$ cat src/rtl/ad724_pkg.sv
// Shared constants and state encoding for the AD724 colour-subcarrier generator.
// Defaults assume the 28 MHz system clock and a 32-bit phase accumulator.
package ad724_pkg;

    localparam int unsigned SYS_CLK_HZ    = 28_000_000;
    localparam int unsigned DEF_ACC_WIDTH = 32;

    // round(f_sc / SYS_CLK_HZ * 2^32)
    localparam int unsigned DEF_INC_PAL  = 32'd680080269;
    localparam int unsigned DEF_INC_NTSC = 32'd549072454;

    typedef logic [1:0] state_t;

    localparam state_t IDLE  = 2'd0;
    localparam state_t RUN   = 2'd1;
    localparam state_t DRAIN = 2'd2;

endpackage

$ cat src/rtl/ad724_colorclk_gen_if.sv
// Control-register inputs and FSC outputs of the subcarrier generator.
// The register/bench side is master; the generator is slave.
interface ad724_colorclk_gen_if;

    logic mode;
    logic enable;
    logic fsc_out;
    logic fsc_oe;
    logic fsc_tick;
    logic mode_active;

    modport master (
        output mode,
        output enable,
        input  fsc_out,
        input  fsc_oe,
        input  fsc_tick,
        input  mode_active
    );

    modport slave (
        input  mode,
        input  enable,
        output fsc_out,
        output fsc_oe,
        output fsc_tick,
        output mode_active
    );

endinterface

$ cat src/rtl/ad724_nco.sv
// Phase accumulator with carry-out; clr has priority over run.
// wrap is the combinational carry of the addition taken on the next edge.
module ad724_nco #(
    parameter int unsigned ACC_WIDTH = 32
) (
    input  logic                 clk,
    input  logic                 rst,
    input  logic                 clr,
    input  logic                 run,
    input  logic [ACC_WIDTH-1:0] inc,
    output logic                 acc_msb,
    output logic                 wrap
);

    logic [ACC_WIDTH-1:0] r_acc;
    logic [ACC_WIDTH:0]   w_sum;

    assign w_sum   = {1'b0, r_acc} + {1'b0, inc};
    assign wrap    = run & w_sum[ACC_WIDTH];
    assign acc_msb = r_acc[ACC_WIDTH-1];

    // NOTE: state registers use non-blocking assignments so every flop samples pre-edge values.
    always_ff @(posedge clk or posedge rst) begin
        if (rst) begin
            r_acc <= '0;
        end else if (clr) begin
            r_acc <= '0;
        end else if (run) begin
            r_acc <= w_sum[ACC_WIDTH-1:0];
        end
    end

endmodule

$ cat src/rtl/ad724_colorclk_gen.sv
// AD724 FSC generator: registers mode/enable, runs the IDLE/RUN/DRAIN FSM and
// switches the NCO increment only on accumulator wraps so fsc_out never glitches.
module ad724_colorclk_gen
    import ad724_pkg::*;
#(
    parameter int unsigned ACC_WIDTH = DEF_ACC_WIDTH,
    parameter int unsigned INC_PAL   = DEF_INC_PAL,
    parameter int unsigned INC_NTSC  = DEF_INC_NTSC
) (
    input  logic                clk,
    input  logic                rst,
    ad724_colorclk_gen_if.slave bus
);

    localparam logic [ACC_WIDTH-1:0] L_INC_PAL  = ACC_WIDTH'(INC_PAL);
    localparam logic [ACC_WIDTH-1:0] L_INC_NTSC = ACC_WIDTH'(INC_NTSC);

    logic   r_mode_q;
    logic   r_en_q;
    state_t r_state;
    logic   r_inc_sel;
    logic   r_fsc_oe;
    logic   r_fsc_tick;

    state_t                w_state_nxt;
    logic                  w_load_sel;
    logic                  w_clr;
    logic                  w_run;
    logic                  w_wrap;
    logic                  w_acc_msb;
    logic [ACC_WIDTH-1:0]  w_inc;

    assign w_inc = r_inc_sel ? L_INC_PAL : L_INC_NTSC;

    ad724_nco #(
        .ACC_WIDTH (ACC_WIDTH)
    ) u_nco (
        .clk     (clk),
        .rst     (rst),
        .clr     (w_clr),
        .run     (w_run),
        .inc     (w_inc),
        .acc_msb (w_acc_msb),
        .wrap    (w_wrap)
    );

    // NOTE: every always_comb output gets a default first, so no path can infer a latch.
    always_comb begin
        w_state_nxt = r_state;
        w_load_sel  = 1'b0;
        w_clr       = 1'b0;
        w_run       = 1'b0;
        case (r_state)
            IDLE: begin
                w_clr = 1'b1;
                if (r_en_q) begin
                    w_state_nxt = RUN;
                    w_load_sel  = 1'b1;
                end
            end
            RUN: begin
                w_run      = 1'b1;
                w_load_sel = w_wrap;
                if (!r_en_q) begin
                    w_state_nxt = DRAIN;
                end
            end
            DRAIN: begin
                w_run = 1'b1;
                // Re-enable wins over a coincident wrap: keep running with phase intact.
                if (r_en_q) begin
                    w_state_nxt = RUN;
                    w_load_sel  = w_wrap;
                end else if (w_wrap) begin
                    w_state_nxt = IDLE;
                    w_clr       = 1'b1;
                    w_load_sel  = 1'b1;
                end
            end
            default: begin
                w_state_nxt = IDLE;
                w_clr       = 1'b1;
            end
        endcase
    end

    always_ff @(posedge clk or posedge rst) begin
        if (rst) begin
            r_mode_q   <= 1'b0;
            r_en_q     <= 1'b0;
            r_state    <= IDLE;
            r_inc_sel  <= 1'b0;
            r_fsc_oe   <= 1'b0;
            r_fsc_tick <= 1'b0;
        end else begin
            r_mode_q   <= bus.mode;
            r_en_q     <= bus.enable;
            r_state    <= w_state_nxt;
            r_fsc_oe   <= (w_state_nxt != IDLE);
            r_fsc_tick <= w_wrap;
            if (w_load_sel) begin
                r_inc_sel <= r_mode_q;
            end
        end
    end

    // The accumulator is cleared whenever the FSM is idle, so its MSB flop is fsc_out directly.
    assign bus.fsc_out     = w_acc_msb;
    assign bus.fsc_oe      = r_fsc_oe;
    assign bus.fsc_tick    = r_fsc_tick;
    assign bus.mode_active = r_inc_sel;

endmodule

$ cat src/flat_wrapper.sv
// flat-port wrapper written by rule: the top's interface ports become plain ports
module ad724_colorclk_gen_flat import ad724_pkg::*;
#(
    parameter int unsigned ACC_WIDTH = DEF_ACC_WIDTH,
    parameter int unsigned INC_PAL   = DEF_INC_PAL,
    parameter int unsigned INC_NTSC  = DEF_INC_NTSC
)
  (clk, rst, bus_mode, bus_enable, bus_fsc_out, bus_fsc_oe, bus_fsc_tick, bus_mode_active);
  ad724_colorclk_gen_if bus_i ();
  input  logic clk;
  input  logic rst;
  input wire logic [$bits(bus_i.mode)-1:0] bus_mode;
  input wire logic [$bits(bus_i.enable)-1:0] bus_enable;
  output wire logic [$bits(bus_i.fsc_out)-1:0] bus_fsc_out;
  output wire logic [$bits(bus_i.fsc_oe)-1:0] bus_fsc_oe;
  output wire logic [$bits(bus_i.fsc_tick)-1:0] bus_fsc_tick;
  output wire logic [$bits(bus_i.mode_active)-1:0] bus_mode_active;
  assign bus_i.mode = bus_mode;
  assign bus_i.enable = bus_enable;
  assign bus_fsc_out = bus_i.fsc_out;
  assign bus_fsc_oe = bus_i.fsc_oe;
  assign bus_fsc_tick = bus_i.fsc_tick;
  assign bus_mode_active = bus_i.mode_active;
  ad724_colorclk_gen #(.ACC_WIDTH(ACC_WIDTH), .INC_PAL(INC_PAL), .INC_NTSC(INC_NTSC)) u_core (.clk(clk), .rst(rst), .bus(bus_i));
endmodule
$ cat config.mk
export PLATFORM = sky130hd
export DESIGN_NAME = ad724_colorclk_gen_flat
export DESIGN_NICKNAME = d
export VERILOG_FILES = /design/src/rtl/ad724_pkg.sv /design/src/rtl/ad724_colorclk_gen_if.sv /design/src/rtl/ad724_nco.sv /design/src/rtl/ad724_colorclk_gen.sv /design/src/flat_wrapper.sv
export SDC_FILE = /design/constraint.sdc
export NUM_CORES = 1
export LEC_CHECK = 0
export CAP_MARGIN = 40
export CORE_AREA = 5 5 72 74
export DETAILED_ROUTE_END_ITERATION = 10
export DIE_AREA = 0 0 77 79
export PLACE_DENSITY_LB_ADDON = 0.12
export SYNTH_ARGS = -nofsm -noshare
export SYNTH_HDL_FRONTEND = slang
export SYNTH_SLANG_ARGS = --single-unit
$ cat constraint.sdc
create_clock -name clk -period 8.4 [get_ports clk]
set_clock_uncertainty 0.15 [all_clocks]
set_input_delay 1.68 -clock clk [delete_from_list [all_inputs] [get_ports clk]]
set_output_delay 1.68 -clock clk [all_outputs]
set_load 0.1 [all_outputs]
Yosys cells after proc, flatten, opt, wreduce, memory -nomap -nowiden
Cells that the tools add are included.
{"block": "op_classes", "addsub": 1, "eq_ne": 2, "muxes": 15, "bitwise_logic": 1, "n_reduce_logical": 4}
{"operator": "$mux 32", "count": 2}
{"operator": "$add 32x32->33", "count": 1}
{"operator": "$mux 28", "count": 1}
{"operator": "$mux 2", "count": 4}
{"operator": "$pmux 2 s3", "count": 1}
{"operator": "$mux 1", "count": 5}
{"operator": "$reduce_bool 2->1", "count": 2}
{"operator": "$pmux 1 s3", "count": 1}
{"operator": "$eq 2x1->1 const B", "count": 1}
{"operator": "$eq 2x2->1 const B", "count": 1}
{"operator": "$logic_not 2->1", "count": 1}
{"operator": "$pmux 1 s2", "count": 1}
{"operator": "$reduce_or 2->1", "count": 1}
{"operator": "$and 1x1->1", "count": 1}
{"block": "word_totals", "ff_bits": 39, "inputBits": 4, "output_inout_bits": 4, "word_cells": 30}

Longest topological paths before layout
{"block": "depth", "ltp_word": 8, "depth_mapped": 11, "depth_no_buf": 9}

Modules after synthesis
A second synthesis with hierarchy kept.
{"block": "unflattened", "cells_unflattened": 379, "hier_area_um2": 3280.6}
{"mod": "ad724_nco", "instances": 1, "cells_per_inst": 345, "area_per_inst_um2": 2911.5}
{"mod": "ad724_colorclk_gen", "instances": 1, "cells_per_inst": 34, "area_per_inst_um2": 369.1}

Worst setup path after synthesis
OpenSTA, ideal clock, no wires.
{"block": "synth_timing", "kind": "flip-flop to flip-flop", "startpoint": "register u_core.r_inc_sel, in the netlist u_core.bus.mode_active", "endpoint": "register u_core.u_nco.r_acc[31]", "setup_ns": 0.069, "t_arrival_ns": 3.654, "slack_ns": 4.528, "stages_incl_launch_ff": 10, "n_path_buf": 0, "cell_sequence": "dfrtp_1 -> inv_1 -> fa_1 -> o21a_1 -> o211a_1 -> o211ai_1 -> a2111oi_1 -> or2_2 -> or4_1 -> nand2_1"}
{"block": "synth_between", "elab_chain_len": 7}
{"element": "start: declaration", "line_no": "ad724_colorclk_gen.sv:21", "source": "logic r_inc_sel;"}
{"element": "start signal: assignment", "line_no": "ad724_colorclk_gen.sv:102", "source": "r_inc_sel <= r_mode_q;"}
{"element": "$mux 28 *", "line_no": "ad724_colorclk_gen.sv:33", "source": "assign w_inc = r_inc_sel ? L_INC_PAL : L_INC_NTSC;"}
{"element": "$add 32x32->33 *", "line_no": "ad724_nco.sv:18", "source": "assign w_sum = {1'b0, r_acc} + {1'b0, inc};"}
{"element": "$and 1x1->1", "line_no": "ad724_nco.sv:19", "source": "assign wrap = run & w_sum[ACC_WIDTH];"}
{"element": "$mux 1", "line_no": "ad724_colorclk_gen.sv:74", "source": "end else if (w_wrap) begin"}
{"element": "$mux 1", "line_no": "ad724_colorclk_gen.sv:71", "source": "if (r_en_q) begin"}
{"element": "$pmux 1 s2", "line_no": "ad724_colorclk_gen.sv:53", "source": "case (r_state)"}
{"element": "$mux 32 or $reduce_bool 2->1 (tied branches)"}
{"element": "end signal: assignment", "line_no": "ad724_nco.sv:29", "source": "r_acc <= w_sum[ACC_WIDTH-1:0];"}
{"element": "end: declaration", "line_no": "ad724_nco.sv:15", "source": "logic [ACC_WIDTH-1:0] r_acc;"}
Every way passes the cells marked *; elsewhere a longest branch is shown, timed or not. The select of a mux whose other input is x is not followed.
A chain may end at the register's enable or synchronous reset.

Worst setup path in the final report
{"block": "layout_timing", "startpoint": "register u_core.r_inc_sel, in the netlist u_core.bus.mode_active", "endpoint": "register u_core.u_nco.r_acc[29]"}
Same word-level chain as after synthesis.

==> metrics.md <==
| Metric | Value |
|---|---|
| Seq/Total Area, Yosys | `0.344` |
| Critical Path Source Type | `flip-flop` |
| Top cell type's share of synthesized area | `0.344` |
| IO buf count | `7` |
| Post-synth EDFFs | `0` |
| Switching power | `543 µW` |
| Fillers | `379` |
| Unrepaired setup endpoints after global routing | `no` |
| Total Routing Usage GR | `0.211` |
| Post-DRT Antenna Nets | `0` |
| CTS tree | `done` |
| Setup Buffers After CTS | `0` |
| Max-cap violation count | `0` |
| Final slew viol count | `0` |
| Root buffer selected by CTS | `clkbuf_8` |
| Max VDD drop | `0.397 mV` |
| Total detailed-routing wirelength | `6000 µm` |
| Drt pass-1 iters | `4` |
| Slew HR | `0.542` |
| R2R setup slack | `4.53 ns` |
| DRT iter0 DRCs | `181` |
| Clock power share | `0.114` |
| Hold crit path type | `flip-flop to flip-flop` |
| Layout cells sized above 1 | `0.0765` |
| Hold path start | `u_core.r_mode_q$_DFF_PP0_` |
| Synth Warn # | `0` |
| Total clock buffers created by CTS | `5` |
| Leak Pwr | `0.00135 µW` |
| Net Sw Frac | `0.486` |
| Kind of end point of the critical path | `flip-flop` |
| Initial antenna violation count | `0` |
| First-pass GRT wire length | `10400 µm` |
| Syn Inst Count | `320` |
| Clock latency on the worst-skew pair | `0.29 ns` |
| Comb pwr share | `0.636` |
| Main synth FF type | `dfrtp_1` |
| Yosys reg bits | `39` |
| Async S/R FF share, synth | `1.00` |
| DP HPWL | `4280 µm` |
| Mux share of post-synthesis cell area | `0.0397` |
| Delay-heaviest family, CP | `simple AND/OR/NAND/NOR gates` |
| Total number of vias | `2329` |
| R2R Path Start | `u_core.bus.mode_active$_DFFE_PP0P_` |
| GRT Residual Overflow | `0` |
| Fin crit period | `3.87 ns` |
| Die X | `77 µm` |
| Starting Density | `0.626` |
| Clk pin slew, worst setup/hold paths | `0.08 ns` |
| I/O pin count | `8` |
| Mean Syn Cell Area | `8.87 µm²` |
| Clk sink count | `39` |
| Top-count cell post-synth | `dfrtp_1` |
| Slowest-stage cell, CP | `or2_2` |
| Max clock buf depth | `2` |
| Reg power frac | `0.250` |
| DR vias/cell | `6.11` |
| Crit path arrival time | `3.90 ns` |
| Die area | `0.00608 mm²` |
| Slowest stage delay, CP | `0.60 ns` |
| Fin crit share | `0.461` |
| Core Area | `0.00454 mm²` |
| CP cell instances | `inv_1 -> ha_1 -> nand4b_1 -> nor4_1 -> o211ai_1 -> a2111oi_1 -> or2_2 -> nor2_1 -> mux2_2` |
| Worst slew pin tran | `0.680 ns` |
| Setup CP Type | `flip-flop to flip-flop` |
| Area contributors post-synth | `dfrtp_1, ha_1, nor2_1` |
| Post-Synth Adder-Cell Area | `0.0864` |
| Netlist cell types | `59` |
| P&R area growth vs syn | `7.98%` |
| Hold Path Stages | `1` |
| Status | `complete, no violations` |
| Setup TNS | `0 ns` |
| Compound-gate portion of the synthesized area | `0.221` |
| Drt wl/cell | `15.8 µm` |
| Worst path required time | `8.43 ns` |
| Vias in the first global route | `2186` |
| Net Count, Synth | `343` |
| H-tree depth | `2` |
| PwrDens | `364 mW/mm²` |
| Post-Synth XOR/XNOR Area | `0.0679` |
| # DRC | `0` |
| Final Setup Violations | `0` |
| Hold buffer count at CTS | `0` |
| Final hold violations | `0` |
| Reg2Reg Capture Point | `u_core.u_nco.r_acc[29]$_DFFE_PP0P_` |
| Maximum clock rate | `258 MHz` |
| # diodes | `0` |
| Row count | `25` |
| RePlAce Congestion | `0.895` |
| P_int | `574 µW` |
| Yosys top cell by area | `dfrtp_1` |
| Maximum fanout along the worst path | `30` |
| Die Height | `79 µm` |
| Final instance count without filler cells | `381` |
| Largest net degree at the start of global routing | `44` |
| Post-synth top cells | `dfrtp_1, nor2_1, nand2_1` |
| PostCTS Resize Cnt | `0` |
| Worst Path Buf+Inv | `1` |
| WHS Endpoint | `u_core.bus.mode_active$_DFFE_PP0P_` |
| Post-synthesis simple-gate area fraction | `0.203` |
| Largest family of logic cells by synthesized area | `compound AO/OA/AOI/OAI gates` |
| Fin nets | `349` |
| Placed cells | `373` |
| Cell Area, Synth | `0.00284 mm²` |
| R2R depth | `9` |
[worst register-to-register path, cell delays in order (launching register included)]
cell,delay (ns)
dfrtp_1,0.57
inv_1,0.29
ha_1,0.50
nand4b_1,0.18
nor4_1,0.29
o211ai_1,0.25
a2111oi_1,0.59
or2_2,0.60
nor2_1,0.08
mux2_2,0.27
[cell usage in the layout, fill, tap and decap left out, types with 8 or more instances in the layout]
cell type | synthesis | routed
a21o_1 | 8 | 8
nand2_1 | 22 | 22
mux2i_1 | 9 | 9
inv_1 | 9 | 9
xnor2_1 | 8 | 8
ha_1 | 18 | 18
dfrtp_1 | 39 | 39
xor2_1 | 14 | 14
nand3_1 | 8 | 8
o21ai_0 | 17 | 17
nor2_1 | 37 | 37
a21oi_1 | 21 | 21
[power groups by stage]
stage	Sequential [µW]	Clock [µW]	Combinational, µW
global route	286	143	790
global placement	281	0	680
CTS	279	132	709
detailed placement	283	0	705
finish	279	127	711
floorplan	303	0	559
[layout make-up]
type,count,area (µm²),share of cell area
flip-flops and latches,39,976,0.318
clock inverters,3,20.0,0.00653
inverters,9,33.8,0.0110
multi-input cells,258,1750,0.572
clock buffers,5,68.8,0.0225
well taps,54,67.6,0.0220
repair buffers,13,145,0.0474
[metrics by stage]
step | cell area (µm²) | setup WS [ns] | hold slack [ns] | utilization | power, µW
finish | 3060 | 4.53 | 0.349 | 0.676 | 1120
global route | 3060 | 4.22 | 0.382 | 0.676 | 1220
CTS | 3060 | 4.51 | 0.363 | 0.676 | 1120
detailed placement | 2980 | 4.51 | 0.343 | 0.656 | 988
global placement | 2920 | 4.68 | 0.310 | 0.643 | 960
floorplan | 2840 | 4.53 | 0.304 | - | 862
[layer usage]
layer  vias to the layer above  GRT usage  routed length (µm)
li1                       1191          -                   -
met1                      1071      0.301                2940
met2                        55      0.312                2680
met3                        12     0.0397                 239
met4                         0     0.0876                 143
met5                         -          0                   0
[flip-flops by register name, indices dropped and copies added, names as in the netlist]
signal	cells
u_core.bus.fsc_tick	1
u_core.r_mode_q	1
u_core.r_en_q	1
u_core.r_state	2
u_core.bus.mode_active	1
u_core.u_nco.r_acc	32
u_core.bus.fsc_oe	1
[worst max path at each step]
stage	startpoint	end	slack (ns)	depth (start not counted)
6_report	u_core.bus.mode_active$_DFFE_PP0P_	u_core.u_nco.r_acc[29]$_DFFE_PP0P_	4.53	9
3_3_place_gp	u_core.bus.mode_active$_DFFE_PP0P_	u_core.u_nco.r_acc[29]$_DFFE_PP0P_	4.68	9
2_1_floorplan	u_core.bus.mode_active$_DFFE_PP0P_	u_core.u_nco.r_acc[31]$_DFFE_PP0P_	4.53	9
3_5_place_dp	u_core.bus.mode_active$_DFFE_PP0P_	u_core.u_nco.r_acc[29]$_DFFE_PP0P_	4.51	9
5_1_grt	u_core.bus.mode_active$_DFFE_PP0P_	u_core.u_nco.r_acc[29]$_DFFE_PP0P_	4.22	9
4_1_cts	u_core.bus.mode_active$_DFFE_PP0P_	u_core.u_nco.r_acc[29]$_DFFE_PP0P_	4.51	9
[kinds of logic after synthesis]
kind of cell,Yosys count
compound gates,92
mux,11
simple gates,114
fa+ha+maj,19
xor+xnor,22
buf+inv,23
flops,39
Power figures use the tool's default switching activity.
